<file path="config.mk">
export PLATFORM = sky130hd
export DESIGN_NAME = usr_sequencer_flat
export DESIGN_NICKNAME = d
export VERILOG_FILES = /design/src/rtl/usr_sequencer_if.sv /design/src/rtl/usr_sequencer.sv /design/src/flat_wrapper.sv
export SDC_FILE = /design/constraint.sdc
export NUM_CORES = 1
export LEC_CHECK = 0
export BUFFER_PORTS_ARGS = -buffer_cell sky130_fd_sc_hd__buf_2
export CORE_MARGIN = 10
export CORE_UTILIZATION = 50
export DETAILED_ROUTE_END_ITERATION = 10
export PLACE_DENSITY = 0.91
export SLEW_MARGIN = 25
export SYNTH_ARGS = -nofsm -noshare
export SYNTH_HDL_FRONTEND = slang
export SYNTH_SLANG_ARGS = --single-unit
</file>
<file path="constraint.sdc">
create_clock -name clk -period 2.7 [get_ports clk]
set_clock_uncertainty 0.1 [all_clocks]
set_input_delay 0.27 -clock clk [delete_from_list [all_inputs] [get_ports clk]]
set_output_delay 0.27 -clock clk [all_outputs]
set_load 0.01 [all_outputs]
</file>
<file path="src/rtl/usr_sequencer_if.sv">
// ---------------------------------------------------------------------------
// usr_sequencer_if
// Bundles the command handshake, the shift-register control/feedback lines
// and the completion status of usr_sequencer.
//   master : requester side (drives the command, supplies register Q)
//   slave  : sequencer side (drives register controls and status)
// Signals:
//   cmd_valid/cmd_ready         command handshake
//   cmd_op/data/count/serial    command fields
//   sr_q                        Q fed back from the shift register
//   sr_s1/sr_s0/sr_msb_in/sr_lsb_in/sr_i   register control
//   busy/done/result/err        status
// ---------------------------------------------------------------------------
interface usr_sequencer_if #(
    parameter int WIDTH = 4,
    parameter int CNT_W = 3
);
    logic             cmd_valid;
    logic             cmd_ready;
    logic [1:0]       cmd_op;
    logic [WIDTH-1:0] cmd_data;
    logic [CNT_W-1:0] cmd_count;
    logic             cmd_serial;
    logic [WIDTH-1:0] sr_q;
    logic             sr_s1;
    logic             sr_s0;
    logic             sr_msb_in;
    logic             sr_lsb_in;
    logic [WIDTH-1:0] sr_i;
    logic             busy;
    logic             done;
    logic [WIDTH-1:0] result;
    logic             err;

    modport master (
        output cmd_valid, cmd_op, cmd_data, cmd_count, cmd_serial, sr_q,
        input  cmd_ready, sr_s1, sr_s0, sr_msb_in, sr_lsb_in, sr_i,
               busy, done, result, err
    );

    modport slave (
        input  cmd_valid, cmd_op, cmd_data, cmd_count, cmd_serial, sr_q,
        output cmd_ready, sr_s1, sr_s0, sr_msb_in, sr_lsb_in, sr_i,
               busy, done, result, err
    );
endinterface

</file>
<file path="src/rtl/usr_sequencer.sv">
// ---------------------------------------------------------------------------
// usr_sequencer
// Command sequencer for a universal shift register. Accepts one command per
// valid/ready handshake (load, shift right N, shift left N, optional rotate
// right N), drives the register mode/serial/parallel inputs cycle by cycle,
// and returns the final Q in result with a one-cycle done pulse.
// Ports:
//   clk  : system clock, rising edge
//   rst  : asynchronous active-high reset
//   bus  : usr_sequencer_if.slave (command, register control, status)
// Build option:
//   USR_SEQ_ROTATE_EN  when defined, op 11 rotates right (MSB_in = Q[0]);
//                      otherwise op 11 is illegal and completes with err.
// ---------------------------------------------------------------------------
module usr_sequencer #(
    parameter int WIDTH = 4,
    parameter int CNT_W = 3
) (
    input  logic           clk,
    input  logic           rst,
    usr_sequencer_if.slave bus
);
    typedef enum logic [1:0] {
        S_IDLE  = 2'd0,
        S_LOAD  = 2'd1,
        S_SHIFT = 2'd2,
        S_DONE  = 2'd3
    } state_t;

    localparam logic [1:0] OP_LOAD = 2'b00;
    localparam logic [1:0] OP_SHR  = 2'b01;
    localparam logic [1:0] OP_SHL  = 2'b10;
    localparam logic [1:0] OP_ROR  = 2'b11;

    state_t           r_state;
    state_t           w_state_next;

    logic [1:0]       r_op;
    logic [WIDTH-1:0] r_data;
    logic [CNT_W-1:0] r_count;
    logic             r_serial;
    logic             r_illegal;
    logic [WIDTH-1:0] r_result;
    logic             r_done;
    logic             r_err;

    logic             w_illegal_op;
    logic             w_accept;

    logic             w_ready;
    logic             w_busy;
    logic             w_s1;
    logic             w_s0;
    logic             w_msb_in;
    logic             w_lsb_in;
    logic [WIDTH-1:0] w_sr_i;

`ifdef USR_SEQ_ROTATE_EN
    assign w_illegal_op = 1'b0;
`else
    assign w_illegal_op = (bus.cmd_op == OP_ROR);
`endif

    assign w_accept = (r_state == S_IDLE) && bus.cmd_valid;

    // State register
    always_ff @(posedge clk or posedge rst) begin
        if (rst) begin
            r_state <= S_IDLE;
        end else begin
            r_state <= w_state_next;
        end
    end

    // Next-state logic
    always_comb begin
        w_state_next = r_state;
        case (r_state)
            S_IDLE: begin
                if (bus.cmd_valid) begin
                    if (bus.cmd_op == OP_LOAD)
                        w_state_next = S_LOAD;
                    else if (w_illegal_op || (bus.cmd_count == '0))
                        w_state_next = S_DONE;
                    else
                        w_state_next = S_SHIFT;
                end
            end
            S_LOAD:  w_state_next = S_DONE;
            // Counter holds the remaining steps including the current one.
            S_SHIFT: if (r_count == CNT_W'(1)) w_state_next = S_DONE;
            S_DONE:  w_state_next = S_IDLE;
            default: w_state_next = S_IDLE;
        endcase
    end

    // Output logic: register controls derive from state and latched command only
    always_comb begin
        w_ready  = 1'b0;
        w_busy   = 1'b0;
        w_s1     = 1'b0;
        w_s0     = 1'b0;
        w_msb_in = 1'b0;
        w_lsb_in = 1'b0;
        w_sr_i   = '0;
        case (r_state)
            S_IDLE: w_ready = 1'b1;
            S_LOAD: begin
                w_busy = 1'b1;
                w_s1   = 1'b1;
                w_s0   = 1'b1;
                w_sr_i = r_data;
            end
            S_SHIFT: begin
                w_busy = 1'b1;
                case (r_op)
                    OP_SHR: begin
                        w_s0     = 1'b1;
                        w_msb_in = r_serial;
                    end
                    OP_SHL: begin
                        w_s1     = 1'b1;
                        w_lsb_in = r_serial;
                    end
`ifdef USR_SEQ_ROTATE_EN
                    OP_ROR: begin
                        // Feed the outgoing LSB back into the MSB each step.
                        w_s0     = 1'b1;
                        w_msb_in = bus.sr_q[0];
                    end
`endif
                    default: ;
                endcase
            end
            S_DONE:  w_busy = 1'b1;
            default: ;
        endcase
    end

    // Command latch, step counter and registered completion status
    always_ff @(posedge clk or posedge rst) begin
        if (rst) begin
            r_op      <= '0;
            r_data    <= '0;
            r_count   <= '0;
            r_serial  <= 1'b0;
            r_illegal <= 1'b0;
            r_result  <= '0;
            r_done    <= 1'b0;
            r_err     <= 1'b0;
        end else begin
            r_done <= 1'b0;
            r_err  <= 1'b0;
            if (w_accept) begin
                r_op      <= bus.cmd_op;
                r_data    <= bus.cmd_data;
                r_count   <= bus.cmd_count;
                r_serial  <= bus.cmd_serial;
                r_illegal <= w_illegal_op;
            end
            if (r_state == S_SHIFT)
                r_count <= r_count - CNT_W'(1);
            // Q is stable during DONE (mode hold), so capture it here.
            if (r_state == S_DONE) begin
                r_result <= bus.sr_q;
                r_done   <= 1'b1;
                r_err    <= r_illegal;
            end
        end
    end

    assign bus.cmd_ready = w_ready;
    assign bus.busy      = w_busy;
    assign bus.sr_s1     = w_s1;
    assign bus.sr_s0     = w_s0;
    assign bus.sr_msb_in = w_msb_in;
    assign bus.sr_lsb_in = w_lsb_in;
    assign bus.sr_i      = w_sr_i;
    assign bus.done      = r_done;
    assign bus.err       = r_err;
    assign bus.result    = r_result;

endmodule

</file>
<file path="src/flat_wrapper.sv">
// flat-port wrapper written by rule: the top's interface ports become plain ports
module usr_sequencer_flat 
#(
    parameter int WIDTH = 4,
    parameter int CNT_W = 3
)
  (clk, rst, bus_cmd_valid, bus_cmd_op, bus_cmd_data, bus_cmd_count, bus_cmd_serial, bus_sr_q, bus_cmd_ready, bus_sr_s1, bus_sr_s0, bus_sr_msb_in, bus_sr_lsb_in, bus_sr_i, bus_busy, bus_done, bus_result, bus_err);
  usr_sequencer_if #(.WIDTH(WIDTH), .CNT_W(CNT_W)) bus_i ();
  input  logic clk;
  input  logic rst;
  input wire logic [$bits(bus_i.cmd_valid)-1:0] bus_cmd_valid;
  input wire logic [$bits(bus_i.cmd_op)-1:0] bus_cmd_op;
  input wire logic [$bits(bus_i.cmd_data)-1:0] bus_cmd_data;
  input wire logic [$bits(bus_i.cmd_count)-1:0] bus_cmd_count;
  input wire logic [$bits(bus_i.cmd_serial)-1:0] bus_cmd_serial;
  input wire logic [$bits(bus_i.sr_q)-1:0] bus_sr_q;
  output wire logic [$bits(bus_i.cmd_ready)-1:0] bus_cmd_ready;
  output wire logic [$bits(bus_i.sr_s1)-1:0] bus_sr_s1;
  output wire logic [$bits(bus_i.sr_s0)-1:0] bus_sr_s0;
  output wire logic [$bits(bus_i.sr_msb_in)-1:0] bus_sr_msb_in;
  output wire logic [$bits(bus_i.sr_lsb_in)-1:0] bus_sr_lsb_in;
  output wire logic [$bits(bus_i.sr_i)-1:0] bus_sr_i;
  output wire logic [$bits(bus_i.busy)-1:0] bus_busy;
  output wire logic [$bits(bus_i.done)-1:0] bus_done;
  output wire logic [$bits(bus_i.result)-1:0] bus_result;
  output wire logic [$bits(bus_i.err)-1:0] bus_err;
  assign bus_i.cmd_valid = bus_cmd_valid;
  assign bus_i.cmd_op = bus_cmd_op;
  assign bus_i.cmd_data = bus_cmd_data;
  assign bus_i.cmd_count = bus_cmd_count;
  assign bus_i.cmd_serial = bus_cmd_serial;
  assign bus_i.sr_q = bus_sr_q;
  assign bus_cmd_ready = bus_i.cmd_ready;
  assign bus_sr_s1 = bus_i.sr_s1;
  assign bus_sr_s0 = bus_i.sr_s0;
  assign bus_sr_msb_in = bus_i.sr_msb_in;
  assign bus_sr_lsb_in = bus_i.sr_lsb_in;
  assign bus_sr_i = bus_i.sr_i;
  assign bus_busy = bus_i.busy;
  assign bus_done = bus_i.done;
  assign bus_result = bus_i.result;
  assign bus_err = bus_i.err;
  usr_sequencer #(.WIDTH(WIDTH), .CNT_W(CNT_W)) u_core (.clk(clk), .rst(rst), .bus(bus_i));
endmodule
</file>
; ---- Word-level counts from Yosys, hierarchy flattened
; Cells that the tools add are included.
; Widths: inputs -> output; s select.
[totals]
ff_bits = 19
out_inout_bits = 16
wordCells = 47
[op_classes]
addsub = 1
eq_ne = 9
n_mux = 20
reduce_logical = 8
[op_table]
columns = operator, count
row1 = $mux 1, 11
row2 = $eq 2x2->1 const B, 4
row3 = $pmux 2 s4, 1
row4 = $mux 2, 3
row5 = $mux 3, 2
row6 = $eq 2x1->1 const B, 2
row7 = $logic_not 2->1, 2
row8 = $mux 4, 1
row9 = $pmux 1 s2, 2
row10 = $eq 3x1->1 const B, 1
row11 = $logic_not 3->1, 1
row12 = $reduce_or 3->1, 1
row13 = $sub 3x1->3 const B, 1
row14 = $ne 2x1->1 const B, 1
row15 = $ne 2x2->1 const B, 1
row16 = $reduce_and 2->1, 1
row17 = $reduce_bool 2->1, 1
row18 = $logic_and 1x1->1, 1
row19 = $logic_or 1x1->1, 1

; ---- Longest topological paths before layout
; Gate-level depths: netlist (run 1).
[logic_depth]
word_depth = 6
ltp_mapped = 6
depth_no_buf = 5

; ---- Worst setup path before layout (run 1)
; OpenSTA, ideal clock, no wires.
[synth_path]
path_type = register to register
startpoint = register u_core.r_state[0]
endpoint = register u_core.r_count[2]
setup_time_ns = 0.120
t_arrival_ns = 1.367
required_ns = 2.480
slack_ns = 1.113
path_stages_with_launch = 6
synth_period_minus_slack_ns = 1.587
cell_sequence = dfrtp_1 > inv_1 > ha_1 > nand2_1 > or3_1 > and3_1
[synth_via]
elab_chain_len = 3
[synth_lines]
columns = element, line
row1 = "start, declared", usr_sequencer.sv:35  ; state_t r_state;
row2 = "start signal, assigned", usr_sequencer.sv:71  ; r_state <= w_state_next;
row3 = $logic_not 2->1, usr_sequencer.sv:64  ; assign w_accept = (r_state == S_IDLE) && bus.cmd_valid;
row4 = $logic_and 1x1->1, usr_sequencer.sv:64
row5 = $reduce_bool 2->1 (no source line), --
row6 = "end signal, assigned", usr_sequencer.sv:157  ; r_count <= bus.cmd_count;
row7 = "end signal, assigned", usr_sequencer.sv:162  ; r_count <= r_count - CNT_W'(1);
row8 = "end, declared", usr_sequencer.sv:40  ; logic [CNT_W-1:0] r_count;
; Several ways; a longest one is shown, not always the timed one.
; A chain may end at the register's enable or synchronous reset.

; ---- Worst setup path after layout (run 1)
[layout_path]
startpoint = register u_core.r_state[0]
endpoint = output bus_sr_s0
[layout_via]
elab_chain_len = 2
[layout_lines]
columns = element, line
row1 = $eq 2x2->1 / $eq 2x1->1 (equally long branches), usr_sequencer.sv:106  ; case (r_state)
row2 = $pmux 1 s2 (*), usr_sequencer.sv:106
row3 = "end, declared", flat_wrapper.sv:19  ; output wire logic [$bits(bus_i.sr_s0)-1:0] bus_sr_s0;
; Every way passes the cells marked *; elsewhere a longest branch is shown, timed or not.

==> summary.txt, run 1 <==
Status
  – Status: completed

Place
  – Dpl ws: 835 ps
  – Port Buffers: 32
  – Dpl cells: 143
  – Placement-stage cell area: 0.00116 mm^2
  – DP Wirelength: 1790 um
  – GP Congestion: 0.803

Drt
  – DR pass1 iterations: 4
  – Via Count: between 700 and 800
  – DRT Wirelength: 2150 um
  – Post-route DRC: 0
  – Vias per std cell: slightly above 5
  – Wire per inst: ~15 um
  – Final ANT Viol Nets: 0
  – Iteration-0 DRC Markers: 12

Floorplanning
  – Initial Util: 51.3%
  – Width of the die: 64.4 um
  – Die area: 0.00415 mm^2
  – I/O Pins: 33
  – Die H: 64.4 um
  – Number of cell rows: 16
  – Core box area: ~0.0019 mm^2

Timing
  – Worst hold slack: 98.7 ps
  – Fmax: 0.506 GHz
  – Final hold vios: 0
  – Worst Tran Pin Value: just under 700 ps
  – Period utilisation layout: between 70% and 80%
  – RSZ-0062 raised after global routing: false
  – Final WS setup: 726 ps
  – Setup TNS: 0 ps
  – Setup violations, final: 0
  – Headroom to the max-slew limit: 55.1%
  – Min cycle time layout: 1970 ps
  – Slew Limit Fails: 0

Setup path
  – CP Class: register to primary output
  – Slowest stage cell, crit path: dfrtp_1
  – Worst Setup End Kind: primary output
  – R2R depth: 5
  – Critical path arrival: 1600 ps
  – Critical path launch point type: register
  – Crit path largest cell delay: 430 ps
  – CP required: 2330 ps
  – CP cell instances: inv_1 -> ha_1 -> a31oi_1 -> nor2b_1 -> buf_2
  – Maximum net fanout on the critical path: 10

Logic synthesis
  – Synth warn: 0
  – Post-Syn Nets: 111
  – Yosys top cell by area: dfrtp_1
  – Top post-synthesis cells by area: dfrtp_1 48%, mux2_2 15%, ha_1 10%
  – Ys flop type: dfrtp_1
  – Syn Area/Cell: between 10 and 15 um^2
  – Synth async-reset ratio: 100%
  – Number of synthesized flops with an enable pin: 0
  – Post-synthesis cell type count: 24
  – Mapped Cells: between 80 and 90
  – Synthesized area: 986 um^2
  – Sequential area share after synthesis: 48.2%
  – Yosys top cell area share: 48.2%
  – Flops & latches, synth: 19

Clock network
  – Clock root buffer: clkbuf_4
  – CTS sink cnt: 19
  – H-tree Lvls: 1
  – Clock latency on the worst-skew pair: 290 ps
  – CTS buffer count: 3
  – Post-CTS setup buffers: 0
  – TritonCTS clock tree: built
  – Clock slew at the register clock pins of the worst setup and hold paths: 100 ps
  – Max clock buf depth: 2

Final layout
  – Flip-flop and latch area: 475 um^2
  – Diode count: 0
  – Layout cells sized above 1: 41.3%
  – # fillers: 178
  – Most frequent cells in the layout: 32 x buf_2, 19 x dfrtp_1, 13 x mux2_2
  – Fin util: 62.1%
  – Fin cells: around 150
  – Final nets: 147
  – Footprint of the multi-input gates: between 400 and 500 um^2
  – Commonest non-fill, non-tap cell in the layout: buf_2
  – Post-route cell area: 0.00119 mm^2
  – Layout area overhead: 21.1%

Global route
  – Global Route Usage Sum: a little over a tenth
  – Grt ovf: 0
  – First-pass GRT wire length: 3560 um
  – Initial antenna violation count: 0
  – Vias in the first global route: 830
  – Largest net degree at the start of global routing: 20

Power
  – VDD IR-drop max: about 0.00060 V
  – Final Power: between 1 and 1.5 mW
  – PwrDens: 1120 mW/mm^2
  – Static Leakage: 0.613 nW

Flow run
  – Max_cap viols: 0

Hold path
  – Hold Path Cell Cnt: 2
  – Worst Hold Class: input pin to register
[critical path, delay by kind of cell (launching register included)]
kind	cells	cell delay, ps
DFF	1	430
adders and majority gates	1	370
buffers and inverters	2	260
AOI/OAI and AO/OA	1	130
and+or+nand+nor	1	110
[per-layer routing]
layer	vias up	GRT usage (%)	share of wire [%]
li1	363	-	-
met1	357	9.94	39
met2	23	20.0	52
met3	5	4.70	7.3
met4	0	4.81	1.6
met5	-	0	0
[timing repair]
action	in CTS	in global routing
gates resized for setup	0	0
hold endpoints to repair	19	0
endpoints found under the setup margin	0	0
hold buffers	1	0
[sequential cells by signal, indices dropped and copies added, names as in the netlist]
name and count:
u_core.r_serial 1, u_core.bus.result 4, u_core.r_data 4, u_core.r_count 3
u_core.bus.err 1, u_core.r_state 2, u_core.r_illegal 1, u_core.r_op 2
u_core.bus.done 1
[report_power, final]
part / internal, mW / total [mW] / switching, mW
registers: 0.427 / 0.519 / 0.0926
logic: 0.338 / 0.684 / 0.347
clock network: 0.0576 / 0.139 / 0.0817
total: 0.822 / 1.34 / 0.521
[path summary, 6_finish.rpt]
check                                        from                    to  slack [ps]
worst max-delay path            u_core.r_state[0]             bus_sr_s0         730
worst min-delay path              bus_cmd_data[1]      u_core.r_data[1]         100
worst max register to register  u_core.r_state[1]     u_core.r_count[2]         820
worst min register to register   u_core.r_illegal        u_core.bus.err         390
max in group asynchronous                     rst        u_core.r_op[1]        1560
min in group asynchronous                     rst  u_core.bus.result[3]         520
[layout make-up]
class	instances	share of cell area, %
tap	27	2.83
multi-input combinational	57	38.4
timing repair buffer	33	14.3
inverter	8	2.52
clock buffer	4	2.20
sequential	19	39.8
[Yosys cell counts, types with 2 or more instances]
master   instances
dfrtp_1         19
mux2_2          13
ha_1             8
inv_1            8
and2_1           5
a21oi_1          4
nand2_1          4
a31oi_1          3
buf_6            2
nor2_1           2
nor2b_1          2
nor3_1           2
o21ai_0          2
or3_1            2
[cells by family after synthesis]
logic type	share of synthesized area (%)
AND/OR/NAND/NOR	12.3
XOR/XNOR	0.888
adder cells (fa/ha/maj)	10.2
AO/OA/AOI/OAI	8.25
multiplexers	14.8
flip-flops	48.2
buffers and inverters	5.33
(Power assumes the default switching activity.)
==> run 2: changes to the inputs <==
- CORE_UTILIZATION: 50 -> 48
- PLACE_DENSITY: 0.91 -> 0.89
- clock period: 2.7 -> 1.9 ns (I/O delays scaled with it)
==> summary.txt, run 2 (synthesized netlist as in run 1, its figures left out) <==
Status
  – Status: completed (unchanged)

Setup path
  – Slowest stage cell, crit path: dfrtp_2 (was dfrtp_1)
  – Crit path largest cell delay: 470 ps (was 430 ps)
  – CP Class: register to primary output (unchanged)
  – Worst setup path endpoint: bus_sr_s0 (unchanged)
  – R2R depth: 5 (unchanged)
  – CP cell instances: inv_1 -> ha_2 -> a31oi_1 -> nor2b_1 -> buf_2 (was inv_1 -> ha_1 -> a31oi_1 -> nor2b_1 -> buf_2)
  – Reg2reg end: u_core.r_count[2] (unchanged)
  – CP required: 1610 ps (was 2330 ps)
  – Worst Setup End Kind: primary output (unchanged)
  – Setup slack, reg-to-reg: 230 ps (was 820 ps)
  – Stages on the worst setup path: 5 (unchanged)
  – Buf/Inv on CP: 2 (unchanged)
  – Reg2reg start: u_core.r_state[1] (unchanged)
  – Worst setup startpoint: u_core.r_state[1] (was u_core.r_state[0])
  – Critical path launch point type: register (unchanged)
  – Crit path max-delay family: flip-flops (unchanged)
  – Critical path arrival: 1470 ps (was 1600 ps)
  – Maximum net fanout on the critical path: 6 (was 10)

Clock network
  – CTS buffer count: 3 (unchanged)
  – CTS sink cnt: 19 (unchanged)
  – Clock slew at the register clock pins of the worst setup and hold paths: 110 ps (was 100 ps)
  – Clock root buffer: clkbuf_4 (unchanged)
  – TritonCTS clock tree: built (unchanged)
  – H-tree Lvls: 1 (unchanged)
  – Max clock buf depth: 2 (unchanged)
  – Clock latency on the worst-skew pair: 300 ps (was 290 ps)

Timing
  – Setup TNS: 0 ps (unchanged)
  – Slew Limit Fails: 0 (unchanged)
  – Fmax: 0.569 GHz
  – RSZ-0062 raised after global routing: false (unchanged)
  – Period utilisation layout: 92.4%
  – Min cycle time layout: 1760 ps
  – Setup violations, final: 0 (unchanged)
  – Worst hold slack: 14.4 ps (was 98.7 ps)
  – Final WS setup: 144 ps (was 726 ps)
  – Worst Tran Pin Value: 714 ps (was 672 ps)
  – Headroom to the max-slew limit: 52.3% (was 55.1%)
  – Final hold vios: 0 (unchanged)

Final layout
  – Final nets: 150 (was 147)
  – Most frequent cells in the layout: 32 x buf_2, 18 x dfrtp_1, 13 x mux2_2 (was 32 x buf_2, 19 x dfrtp_1, 13 x mux2_2)
  – Layout cells sized above 1: 46.8% (was 41.3%)
  – Post-route cell area: 0.00124 mm^2 (was 0.00119 mm^2)
  – Layout area overhead: 25.9% (was 21.1%)
  – Fin util: 63.3% (was 62.1%)
  – Commonest non-fill, non-tap cell in the layout: buf_2 (unchanged)
  – Diode count: 0 (unchanged)

Floorplanning
  – Die area: 0.00427 mm^2 (was 0.00415 mm^2)
  – Core box area: 0.00196 mm^2 (was 0.00192 mm^2)
  – Initial Util: 50.3% (was 51.3%)
  – I/O Pins: 33 (unchanged)
  – Die H: 65.3 um (was 64.4 um)
  – Number of cell rows: 16 (unchanged)
  – Width of the die: 65.3 um (was 64.4 um)

Place
  – Placement-stage cell area: 0.00117 mm^2 (was 0.00116 mm^2)
  – DP Wirelength: 1740 um (was 1790 um)
  – GP Congestion: 0.762 (was 0.803)
  – Dpl ws: 271 ps (was 835 ps)
  – Port Buffers: 32 (unchanged)

Drt
  – DRT Wirelength: 2250 um (was 2150 um)
  – Iteration-0 DRC Markers: 43 (was 12)
  – Final ANT Viol Nets: 0 (unchanged)
  – Vias per std cell: 5.06 (was 5.05)
  – Via Count: 764 (was 748)
  – Wire per inst: 14.9 um (was 14.5 um)
  – DR pass1 iterations: 4 (unchanged)
  – Post-route DRC: 0 (unchanged)

Power
  – VDD IR-drop max: 0.000903 V (was 0.000598 V)
  – PwrDens: 1580 mW/mm^2 (was 1120 mW/mm^2)
  – Static Leakage: 0.626 nW (was 0.613 nW)

Global route
  – Largest net degree at the start of global routing: 20 (unchanged)
  – Initial antenna violation count: 0 (unchanged)
  – Grt ovf: 0 (unchanged)
  – Vias in the first global route: 812 (was 830)
  – First-pass GRT wire length: 3580 um (was 3560 um)
  – Global Route Usage Sum: 10.6% (was 10.8%)

Flow run
  – Max_cap viols: 0 (unchanged)

Hold path
  – Worst Hold Class: input pin to register (unchanged)
[run 2: cell types whose count changed in the layout (fill, tap and decap cells not counted), sizes merged]
cell,previous run,this run
buf,32,34
clkbuf,4,3
clkinv,0,1
dlygate4sd3,1,2
[run 2: layout make-up]
class,instances,area (um^2)
inverter,8,30.0
timing repair buffer,36,195
clock inverter,1,5.00
multi-input combinational,57,478
fill,176,721
clock buffer,3,22.5
tap,27,33.8
sequential,19,477
[run 2: worst min path at each step]
| stage | depth (start not counted) | startpoint | to | slack (ps) |
|---|---|---|---|---|
| 2_1_floorplan | 1 | rst | u_core.bus.done | 40 |
| 3_3_place_gp | 2 | rst | u_core.bus.result[2] | 230 |
| 3_5_place_dp | 2 | rst | u_core.r_serial | 240 |
| 4_1_cts | 2 | bus_sr_q[0] | u_core.bus.result[0] | 3 |
| 5_1_grt | 2 | bus_sr_q[1] | u_core.bus.result[1] | 2 |
| 6_report | 2 | bus_sr_q[0] | u_core.bus.result[0] | 10 |
[run 2: metrics by stage]
step | power [mW] | std cells
finish | 1.96 | 151
global placement | 1.66 | 145
CTS | 1.95 | 150
detailed placement | 1.73 | 145
floorplan | 1.42 | 86
global route | 2.14 | 151
[run 2: repair_timing]
item,4_1_cts,5_1_grt
gates resized for setup,1,5
endpoints found under the setup margin,1,3
hold endpoints to repair,19,1
hold buffers,1,1
setup buffers,0,0
[run 2: power by group]
part / internal, mW / leakage (nW) / switching [mW]
logic: 0.513 / 0.384 / 0.504
clock network: 0.0784 / 0.0177 / 0.127
registers: 0.608 / 0.225 / 0.135
total: 1.20 / 0.626 / 0.766
[run 2: metal layers]
layer / up-vias / GRT usage [%] / wire (um)
met5: - / 0 / 0
met4: 0 / 5.61 / 10
met3: 2 / 6.10 / 241
met2: 30 / 16.1 / 1050
met1: 364 / 11.5 / 946
li1: 368 / - / -
[run 2: worst register-to-register path, cell delays in order (launching register included)]
cell and delay [ps]:
dfrtp_2 470, inv_1 120, ha_1 240, nand2_1 140, or3_1 320, and3_1 180
